## config.mk

```make
export PLATFORM = sky130hd
export DESIGN_NAME = mem_port_arbiter
export DESIGN_NICKNAME = d
export VERILOG_FILES = /design/src/rtl/mem_port_arbiter.sv
export SDC_FILE = /design/constraint.sdc
export NUM_CORES = 1
export LEC_CHECK = 0
export BUFFER_PORTS_ARGS = -buffer_cell sky130_fd_sc_hd__buf_2
export CAP_MARGIN = 25
export CORE_MARGIN = 5
export CORE_UTILIZATION = 47
export DETAILED_ROUTE_END_ITERATION = 6
export GPL_TIMING_DRIVEN = 1
export PLACE_DENSITY = 0.92
export SLEW_MARGIN = 20
export SYNTH_ARGS = -nofsm -noshare
export SYNTH_HDL_FRONTEND = slang
export SYNTH_SLANG_ARGS = --single-unit
```

## constraint.sdc

```tcl
create_clock -name clk -period 4.5 [get_ports clk]
set_input_delay 0.45 -clock clk [delete_from_list [all_inputs] [get_ports clk]]
set_output_delay 0.45 -clock clk [all_outputs]
set_load 0.005 [all_outputs]
```

## src/rtl/mem_port_arbiter.sv

```systemverilog
// -----------------------------------------------------------------------------
// mem_port_arbiter
//
// Shares one single-ported, byte-lane data memory between the instruction-fetch
// requester and the load/store requester. Data wins arbitration, but after
// MAX_STREAK consecutive data grants with fetch waiting, fetch is forced through.
// Each accepted access runs IDLE -> ACCESS (LATENCY cycles) -> RESP (done pulse).
//
// Ports:
//   clk, rst          clock (rising edge), asynchronous active-high reset
//   if_req/if_addr    fetch request and byte address (held until if_gnt)
//   if_gnt            fetch accepted (combinational, IDLE only)
//   if_done/if_rdata  one-cycle completion pulse, fetched word {lane0..lane3}
//   d_req/d_we        data request, 1 = store / 0 = load (held until d_gnt)
//   d_addr/d_wdata    data byte address and store bytes, lanes [0:3]
//   d_gnt             data accepted (combinational, IDLE only)
//   d_done/d_rdata    one-cycle completion pulse, load bytes, lanes [0:3]
//   halted            core halted; no new grants while high
//   mem_addr          word address to memory (bits [1:0] zero), 0 outside ACCESS
//   mem_data_in       store bytes to memory, 0 outside ACCESS
//   mem_data_out      read bytes from memory
//   mem_write_en      single-cycle write strobe on the last ACCESS cycle
//   busy              high in ACCESS or RESP
// -----------------------------------------------------------------------------
module mem_port_arbiter #(
    parameter int LATENCY    = 2,
    parameter int MAX_STREAK = 3
) (
    input  logic        clk,
    input  logic        rst,
    input  logic        if_req,
    input  logic [31:0] if_addr,
    output logic        if_gnt,
    output logic        if_done,
    output logic [31:0] if_rdata,
    input  logic        d_req,
    input  logic        d_we,
    input  logic [31:0] d_addr,
    input  logic [7:0]  d_wdata [4],
    output logic        d_gnt,
    output logic        d_done,
    output logic [7:0]  d_rdata [4],
    input  logic        halted,
    output logic [31:0] mem_addr,
    output logic [7:0]  mem_data_in [4],
    input  logic [7:0]  mem_data_out [4],
    output logic        mem_write_en,
    output logic        busy
);

    localparam int CNT_W = (LATENCY > 1) ? $clog2(LATENCY) : 1;
    localparam int STK_W = $clog2(MAX_STREAK + 1);

    localparam logic [CNT_W-1:0] CNT_LAST   = CNT_W'(LATENCY - 1);
    localparam logic [STK_W-1:0] STREAK_MAX = STK_W'(MAX_STREAK);

    typedef enum logic [1:0] {S_IDLE, S_ACCESS, S_RESP} state_t;
    typedef enum logic {OWN_FETCH, OWN_DATA} owner_t;

    state_t           state_q,  state_d;
    owner_t           owner_q,  owner_d;
    logic [CNT_W-1:0] cnt_q,    cnt_d;
    logic [STK_W-1:0] streak_q, streak_d;
    logic [31:0]      addr_q,   addr_d;
    logic             we_q,     we_d;
    logic [7:0]       wdata_q   [4];
    logic [7:0]       wdata_d   [4];
    logic [31:0]      if_rdata_q, if_rdata_d;
    logic [7:0]       d_rdata_q [4];
    logic [7:0]       d_rdata_d [4];

    logic grant_data;
    logic grant_fetch;

    // Grant decision; rst gates it so every output is 0 while reset is held.
    always_comb begin
        grant_data  = 1'b0;
        grant_fetch = 1'b0;
        if (state_q == S_IDLE && !halted && !rst) begin
            grant_data  = d_req && (!if_req || (streak_q < STREAK_MAX));
            grant_fetch = if_req && !grant_data;
        end
    end

    // NOTE: every signal written here gets a default first, so no path can
    // leave one unassigned and infer a latch.
    always_comb begin
        state_d      = state_q;
        owner_d      = owner_q;
        cnt_d        = cnt_q;
        streak_d     = streak_q;
        addr_d       = addr_q;
        we_d         = we_q;
        wdata_d      = wdata_q;
        if_rdata_d   = if_rdata_q;
        d_rdata_d    = d_rdata_q;
        if_gnt       = 1'b0;
        d_gnt        = 1'b0;
        if_done      = 1'b0;
        d_done       = 1'b0;
        mem_addr     = '0;
        mem_data_in  = '{default: '0};
        mem_write_en = 1'b0;

        case (state_q)
            S_IDLE: begin
                if (grant_data || grant_fetch) begin
                    wdata_d = d_wdata;
                    state_d = S_ACCESS;
                    cnt_d   = '0;
                end
                if (grant_data) begin
                    d_gnt   = 1'b1;
                    addr_d  = {d_addr[31:2], 2'b00};
                    we_d    = d_we;
                    owner_d = OWN_DATA;
                    // With fetch waiting, data only wins while streak < MAX,
                    // so the increment can never pass the limit.
                    streak_d = if_req ? streak_q + STK_W'(1) : '0;
                end else if (grant_fetch) begin
                    if_gnt   = 1'b1;
                    addr_d   = {if_addr[31:2], 2'b00};
                    we_d     = 1'b0;
                    owner_d  = OWN_FETCH;
                    streak_d = '0;
                end
            end

            S_ACCESS: begin
                mem_addr    = addr_q;
                mem_data_in = wdata_q;
                cnt_d       = cnt_q + CNT_W'(1);
                if (cnt_q == CNT_LAST) begin
                    mem_write_en = we_q;
                    cnt_d        = '0;
                    state_d      = S_RESP;
                    if (!we_q) begin
                        if (owner_q == OWN_DATA) begin
                            d_rdata_d = mem_data_out;
                        end else begin
                            if_rdata_d = {mem_data_out[0], mem_data_out[1],
                                          mem_data_out[2], mem_data_out[3]};
                        end
                    end
                end
            end

            S_RESP: begin
                if (owner_q == OWN_DATA) begin
                    d_done = 1'b1;
                end else begin
                    if_done = 1'b1;
                end
                state_d = S_IDLE;
            end

            default: state_d = S_IDLE;
        endcase
    end

    // NOTE: sequential state uses non-blocking assignments so every register
    // samples the pre-edge value of every other register.
    // The read-data registers are reset as well: software-visible outputs must
    // read 0 after reset, not whatever the last transaction left behind.
    always_ff @(posedge clk or posedge rst) begin
        if (rst) begin
            state_q    <= S_IDLE;
            owner_q    <= OWN_FETCH;
            cnt_q      <= '0;
            streak_q   <= '0;
            addr_q     <= '0;
            we_q       <= 1'b0;
            wdata_q    <= '{default: '0};
            if_rdata_q <= '0;
            d_rdata_q  <= '{default: '0};
        end else begin
            state_q    <= state_d;
            owner_q    <= owner_d;
            cnt_q      <= cnt_d;
            streak_q   <= streak_d;
            addr_q     <= addr_d;
            we_q       <= we_d;
            wdata_q    <= wdata_d;
            if_rdata_q <= if_rdata_d;
            d_rdata_q  <= d_rdata_d;
        end
    end

    assign if_rdata = if_rdata_q;
    assign d_rdata  = d_rdata_q;
    assign busy     = (state_q != S_IDLE);

endmodule
```

Yosys cells after proc, flatten, opt, wreduce, memory -nomap -nowiden
Cells that the tools add are included.
{ "op_classes": {"add_sub_neg": 2, "mul": 0, "div": 0, "order_cmp": 1, "n_eq_ne": 4, "shifts": 0, "n_mux": 29, "n_bitwise": 2, "n_reduce_logical": 20} }
{ "op_table": {"columns": ["operator", "n"], "rows": [
  ["32-bit 2-to-1 mux", 4],
  ["1-bit 2-to-1 mux", 18],
  ["2-bit 2-to-1 mux", 5],
  ["2-bit AND reduction", 4],
  ["4-bit AND reduction", 2],
  ["2-bit nonzero test", 3],
  ["1-bit logical AND", 4],
  ["1-bit logical NOT", 4],
  ["2-bit one-hot mux with 2 select lines", 1],
  ["2-bit by 1-bit adder with 2-bit output (second input constant)", 1],
  ["2-bit by 1-bit == test with 1-bit output (second input constant)", 1],
  ["2-bit == test (second input constant)", 1],
  ["2-bit logical NOT", 1],
  ["1-bit logical OR", 2],
  ["2-bit less-than comparator (second input constant)", 1],
  ["2-bit by 1-bit inequality test with 1-bit output (second input constant)", 1],
  ["2-bit inequality test (second input constant)", 1],
  ["1-bit NOT", 2],
  ["1-bit one-hot mux with 2 select lines", 1],
  ["1-bit adder (second input constant)", 1]
]} }
{ "totals": {"reg_bits": 135, "latch_bits": 0, "ramBits": 0, "rom_bits": 0, "input_bits": 134, "word_cells": 73, "memories": 0} }

Longest topological paths before layout
Gate-level depths: netlist (run 1).
{ "depth": {"depth_word": 9, "mapped_depth": 6} }

Worst setup path after synthesis (run 1)
Ideal clock, no wire load.
{ "synth_timing": {"kind": "register to register", "startpoint": "register state_q[0]", "endpoint": "register wdata_q[0] in the netlist's numbering", "arrival_time_ns": 1.745, "setup_slack_ns": 2.627, "stages_incl_launch_ff": 6, "n_path_buf": 2, "period_less_slack_ns": 1.873, "path_cell_list": "dfrtp_1 > or4_1 > buf_2 > nor2_4 > buf_4 > mux2_1"} }
{ "synth_via": {"elab_chain_len": 6, "elab_cells_between_ends": 7, "cone_classes": "mux (2); reduce/logical (5)"} }
{ "synth_rtl": {"columns": ["item", "line", "text"], "rows": [
  ["start: declaration", "60", "state_t state_q, state_d;"],
  ["start signal: assignment", "177", "state_q <= state_d;"],
  ["2-bit logical NOT (*)", "79, 105", null],
  ["1-bit logical AND (2 in a row)", "79", "if (state_q == S_IDLE && !halted && !rst) begin"],
  ["1-bit 2-to-1 mux", "79", null],
  ["1-bit logical OR", "107", "if (grant_data || grant_fetch) begin"],
  ["2-bit AND reduction (no source line) (*)", null, null],
  ["end signal: assignment", "183", "wdata_q <= wdata_d;"],
  ["end: declaration", "66", "logic [7:0] wdata_q [4];"]
]} }
Mark *: on every way between the ends. The rest lies on a longest branch, timed or not.
A chain may end at the register's enable or synchronous reset.

Worst setup path after layout (run 1)
{ "layout_timing": {"startpoint": "register state_q[1]", "endpoint": "register addr_q[6]"} }
{ "layout_via": {"elab_chain_len": 6, "elab_cells_between_ends": 8, "cone_classes": "mux (3); reduce/logical (5)"} }
{ "layout_rtl": {"columns": ["item", "line", "text"], "rows": [
  ["2-bit logical NOT (*)", "79, 105", null],
  ["1-bit logical AND (2 in a row)", "79", null],
  ["1-bit 2-to-1 mux", "79", null],
  ["2-bit nonzero test (no source line)", null, null],
  ["2-bit AND reduction (no source line)", null, null],
  ["end signal: assignment", "181", "addr_q <= addr_d;"],
  ["end: declaration", "64", "logic [31:0] addr_q, addr_d;"]
]} }
Marked as above.

==> impl_metrics.toml, run 1 <==
[flow_run]
drv_cap = 0

[setup_path]
endpoint_kind = "register"
cp.arrival_ns = 2.99
cp_max_fo = 34
worstReg2RegStart = "state_q[1]"
crit_type = "register to register"
critPathLaunch = "state_q[1]"
rr_worst_depth = 4
critPathRequiredTime_ns = 4.82
cp-start-kind = "register"

[synth]
synth_area_mm2 = 0.005719
synth-edff-count = 0
synthesis.instances = 422
syn_area_per_cell_um2 = 13.55
ys.warnings.count = 0
synthTopCellsByArea = "dfrtp_1 (58%), mux2_2 (13%), and2_1 (6.9%), mux2_1 (5.9%), a2bb2oi_1 (4.6%)"
synth-main-ff-cell = "dfrtp_1"
synth.distinct_cells = 34
async_flop_share = 1.000
yosysTopAreaCell = "dfrtp_1"
synth_top_area_share = 0.5819
yosysSeqAreaShare = 0.5819
synth-seq-cells = 133

[pwr]
combPwrFrac = 0.328
power_leakage_nw = 3.810
p_per_area_mw_per_mm2 = 667.0
pwr-share-seq = 0.409
p_int_w = 0.003621
p_clk_frac = 0.263
switchingPower_w = 0.001568
vdd_drop_max_uv = 427.2
swShare = 0.3023

[cts]
cts_hold_buffers = 0
clk_pin_slew_ns = 0.06
cts_resized = 0
cts_tree = "built"
clock_path_buffers = 2
h-tree-depth = 4
cts.sink_count = 133
cts.root.buffer_cell = "clkbuf_16"
numCtsBuffers = 17
insertion_delay_ns = 0.41
cts_setup_buffers = 0

[timing]
fmaxAchievable_mhz = 374.4
finalHoldViolCount = 0
slew_viol_final = 0
relSlewSlack = 0.3611
rsz0062_at_grt = "false"
min_period_over_period = 0.5936
worstMarginPinSlew_ns = 0.9561
setup_viol = 0
fin_ws_ns = 1.829
setup_tns_ns = 0
fin_skew_ns = 0.006544
min_period_ns = 2.671

[floorplan]
die_y_um = 120.3
dieWidth_um = 120.3
initial_utilization = 0.4781
dieArea_mm2 = 0.01447
ios = 268
coreArea_mm2 = 0.01196
rows = 40

[route]
drtIter0Drc = 246
drcViolationCount = 0
routed_wl_um = 15420
drtPass1Iterations = 4
via_count = 4446
via_per_inst = 5.312
final_antenna_net_count = 0
wl_per_cell_um = 18.42

[placed_design]
routabilityCongestion = 0.7803
pre_cts_ws_ns = 1.762
dp_hpwl_um = 11320
port_buffers = 261

[final_layout]
area_delta_synth_final_pct = 36.03
seq_area_mm2 = 0.003328
fill_cells = 883
fin_nets = 812
multi_input_area_mm2 = 0.002252
drive_above_1_share = 0.5449
final_util = 0.6504
antenna_cells = 0

[grt]
gr-usage-all-layers = 0.2151
grt_pass1_vias = 4785
grt_max_degree = 66
antenna_found_initial = 0
grt-ovfl-total = 0
grt_pass1_wl_um = 24590

[outcome]
status = "completed"

[hold_path]
hp-class = "input pin to asynchronous set/reset pin"
## area by class of cell
class,count,share of cell area
Clock inverter,12,0.01656
Sequential cell,133,0.4278
Inverter,3,0.001769
Multi-Input combinational cell,252,0.2895
Tap cell,147,0.02364
Clock buffer,20,0.05999
Timing Repair Buffer,270,0.1808
## cell usage after synthesis (2+ instances only)
cell type and count:
mux2_1 30, buf_4 5, a2bb2oi_1 30, and2_1 63, o21ai_0 5, nor2b_1 2
clkbuf_1 23, o32ai_1 30, mux2_2 66, nor2_1 3, inv_1 3, dfrtp_1 133
buf_2 7, nand3_1 2
## path summary, 6_finish.rpt
check                                    to  slack (ns)
worst min register to register  wdata_q[24]        0.47
min in group clk                 wdata_q[9]        0.26
worst max register to register    addr_q[6]        1.83
worst min-delay path             addr_q[31]        0.09
worst max-delay path              addr_q[6]        1.83
max in group asynchronous        wdata_q[2]        3.54
## state kept, by name (all words and copies together) (netlist names)
signal    flops
state_q       2
if_rdata     32
owner_q       1
wdata_q      32
d_rdata      32
we_q          1
streak_q      2
addr_q       30
cnt_q         1
## power by group through the flow
stage	registers [W]	clock network, W	logic [W]
2_1_floorplan	0.00206	0	0.000914
3_5_place_dp	0.00212	0	0.00171
3_3_place_gp	0.00207	0	0.00163
6_report	0.00212	0.00136	0.00170
4_1_cts	0.00212	0.00139	0.00172
5_1_grt	0.00220	0.00145	0.00188
## worst max-delay path: stages, from the launching register on
cell	delay [ns]
dfrtp_1	0.47
or4_1	0.71
nor2_4	0.81
buf_4	0.38
a2bb2oi_1	0.21
## cell families after synthesis
family,after synthesis,synth area share
AOI/OAI and AO/OA,70,0.1033
adders and majority gates,1,0.002187
buffers and inverters,38,0.02975
DFF,133,0.5819
muxes,96,0.1890
other,1,0.0006557
and+or+nand+nor,83,0.09320
## per-stage QoR
stage	cells	power (W)	hold slack, ns	cell area (µm²)
after floorplan	423	0.002977	0.4489	5723
after global placement	803	0.003699	0.4604	7137
after detailed placement	804	0.003832	0.4665	7164
after CTS	836	0.005229	0.09081	7760
after global routing	837	0.005535	0.1186	7780
final	837	0.005189	0.09387	7780
## cell usage in the layout (no fill, tap or decap), drive strengths merged, types with 2 or more instances in the layout
master	netlist	routed
buf	12	270
dfrtp	133	133
mux2	96	96
and2	63	63
o32ai	30	30
a2bb2oi	30	30
clkbuf	23	20
clkinv	0	7
o21ai	5	5
nor2	4	4
clkinvlp	0	3
inv	3	3
nand3	2	2
conb	1	2
bufinv	0	2
nor2b	2	2
## layer usage
layer / part of all wire / up-vias / track usage
met5: 0 / - / 0
met4: 0.018 / 0 / 0.08003
met3: 0.086 / 24 / 0.07484
met2: 0.51 / 195 / 0.3702
met1: 0.39 / 2177 / 0.2485
li1: - / 2050 / -
(Power assumes the default switching activity.)
==> inputs of run 2 (changes only) <==
--- a/config.mk
+++ b/config.mk
@@ -8,10 +8,10 @@
 export BUFFER_PORTS_ARGS = -buffer_cell sky130_fd_sc_hd__buf_2
 export CAP_MARGIN = 25
 export CORE_MARGIN = 5
-export CORE_UTILIZATION = 47
+export CORE_UTILIZATION = 42
 export DETAILED_ROUTE_END_ITERATION = 6
 export GPL_TIMING_DRIVEN = 1
-export PLACE_DENSITY = 0.92
+export PLACE_DENSITY = 0.87
 export SLEW_MARGIN = 20
 export SYNTH_ARGS = -nofsm -noshare
 export SYNTH_HDL_FRONTEND = slang
==> constraint.sdc (replaced) <==
create_clock -name clk -period 2.3 [get_ports clk]
set_input_delay 0.23 -clock clk [delete_from_list [all_inputs] [get_ports clk]]
set_output_delay 0.23 -clock clk [all_outputs]
set_load 0.005 [all_outputs]
==> run 2 against run 1 <==
Against the previous run: wire length fell by 6.4%; count of clock-buffer cells in the layout rose by 2; total power up 96%; non-clock buffer count rose by 4; sequential power up 92%; via count down 0.45%; critical path depth up 1; hold slack got worse by 0.059 ns; largest power group unchanged; setup slack got worse by 1.7 ns; combinational power rose by 96%; die area increased by 11%; register-to-register slack got worse by 1.6 ns.
==> impl_metrics.toml, run 2 (synthesis gave the netlist of run 1 again) <==
[setup_path]
endpoint_kind = "primary output"
cp.arrival_ns = 1.91
crit_type = "input pin to primary output"
cp-start-kind = "input pin"
critPathRequiredTime_ns = 2.07
reg2reg_setup_slack_ns = 0.24
cp_max_fo = 6

[floorplan]
die_y_um = 126.7
coreArea_mm2 = 0.01330
dieWidth_um = 126.7
rows = 42
initial_utilization = 0.4302
dieArea_mm2 = 0.01605
ios = 268

[timing]
fmaxAchievable_mhz = 466.4
setup_viol = 0
fin_skew_ns = 0.01180
rsz0062_at_grt = "false"
slew_viol_final = 0
min_period_ns = 2.144
worstMarginPinSlew_ns = 0.6317
setup_tns_ns = 0
fin_ws_ns = 0.1560
min_period_over_period = 0.9322
finalHoldViolCount = 0
fin_hold_ws_ns = 0.03491
relSlewSlack = 0.5780

[grt]
grt_pass1_wl_um = 23410
gr-usage-all-layers = 0.1810
grt-ovfl-total = 0
antenna_found_initial = 0
grt_max_degree = 63
grt_pass1_vias = 4690

[route]
wl_per_cell_um = 16.60
via_per_inst = 5.087
drcViolationCount = 0
drtPass1Iterations = 4
final_antenna_net_count = 0
routed_wl_um = 14440
drtIter0Drc = 127
via_count = 4426

[placed_design]
dp_hpwl_um = 10540
routabilityCongestion = 0.7500
dp_cells = 837
pre_cts_ws_ns = 0.2646
port_buffers = 261

[pwr]
p_per_area_mw_per_mm2 = 1287
vdd_drop_max_uv = 714.8
power_leakage_nw = 3.837

[final_layout]
mostFrequentLayoutCells = "buf_2 (261), dfrtp_1 (133), mux2_2 (66)"
fin_nets = 816
area_delta_synth_final_pct = 38.31
final_util = 0.5950
final_common_cell = "buf_2"
antenna_cells = 0
drive_above_1_share = 0.5447
stdcell_count = 870

[flow_run]
drv_cap = 0

[cts]
insertion_delay_ns = 0.41
cts.sink_count = 133
clock_path_buffers = 2
h-tree-depth = 4
numCtsBuffers = 17
cts_tree = "built"
cts.root.buffer_cell = "clkbuf_16"
clk_pin_slew_ns = 0.06

[hold_path]
hp-class = "input pin to register"

[outcome]
status = "completed"
==> run 2: per-stage QoR <==
| step | power [W] | area [µm²] |
|---|---|---|
| 4_1_cts | 0.01035 | 7905 |
| 3_5_place_dp | 0.007505 | 7274 |
| 2_1_floorplan | 0.005826 | 5727 |
| 3_3_place_gp | 0.007347 | 7274 |
| 5_1_grt | 0.01092 | 7910 |
| 6_report | 0.01018 | 7910 |
==> run 2: timing repair <==
action | CTS | global route
setup buffers | 0 | 0
hold endpoints to repair | 26 | 0
hold buffers | 1 | 0
resized for setup | 0 | 1
setup endpoints to repair | 0 | 1
==> run 2: worst paths after layout <==
kind,from,to,cells after the start
setup / recovery,rst,if_gnt,5
hold / removal,d_wdata[11],wdata_q[11],2
setup reg to reg,state_q[0],wdata_q[6],4
hold reg to reg,wdata_q[14],wdata_q[14],1
max in group asynchronous,rst,d_rdata[23],4
min in group asynchronous,rst,addr_q[4],3
==> run 2: report_power, final <==
part / total, W / switching [W] / internal (W)
Combinational: 0.00334 / 0.00141 / 0.00193
Clock: 0.00278 / 0.000985 / 0.00180
Sequential: 0.00406 / 0.000562 / 0.00349
Total: 0.0102 / 0.00296 / 0.00722
==> run 2: worst max-delay path: stages <==
cell and delay, ns:
dlygate4sd3_1 0.55, buf_2 0.17, or4_1 0.57, nor3_2 0.24, buf_2 0.16
==> run 2: final cells by class <==
| class | instances | area, µm² |
|---|---|---|
| fillers | 1082 | 5385 |
| well taps | 176 | 220.2 |
| clock inverters | 10 | 146.4 |
| clock buffers | 22 | 474.2 |
| multi-input cells | 252 | 2257 |
| inverters | 3 | 15.01 |
| flip-flops and latches | 133 | 3328 |
| repair buffers | 274 | 1469 |
==> run 2: metal layers <==
layer  up-vias  track usage  wire length, µm
met2       197       0.2998             7057
met5         -            0                0
met3        19      0.07987             1613
met4         0      0.06562              219
li1       2057            -                -
met1      2153       0.2084             5547
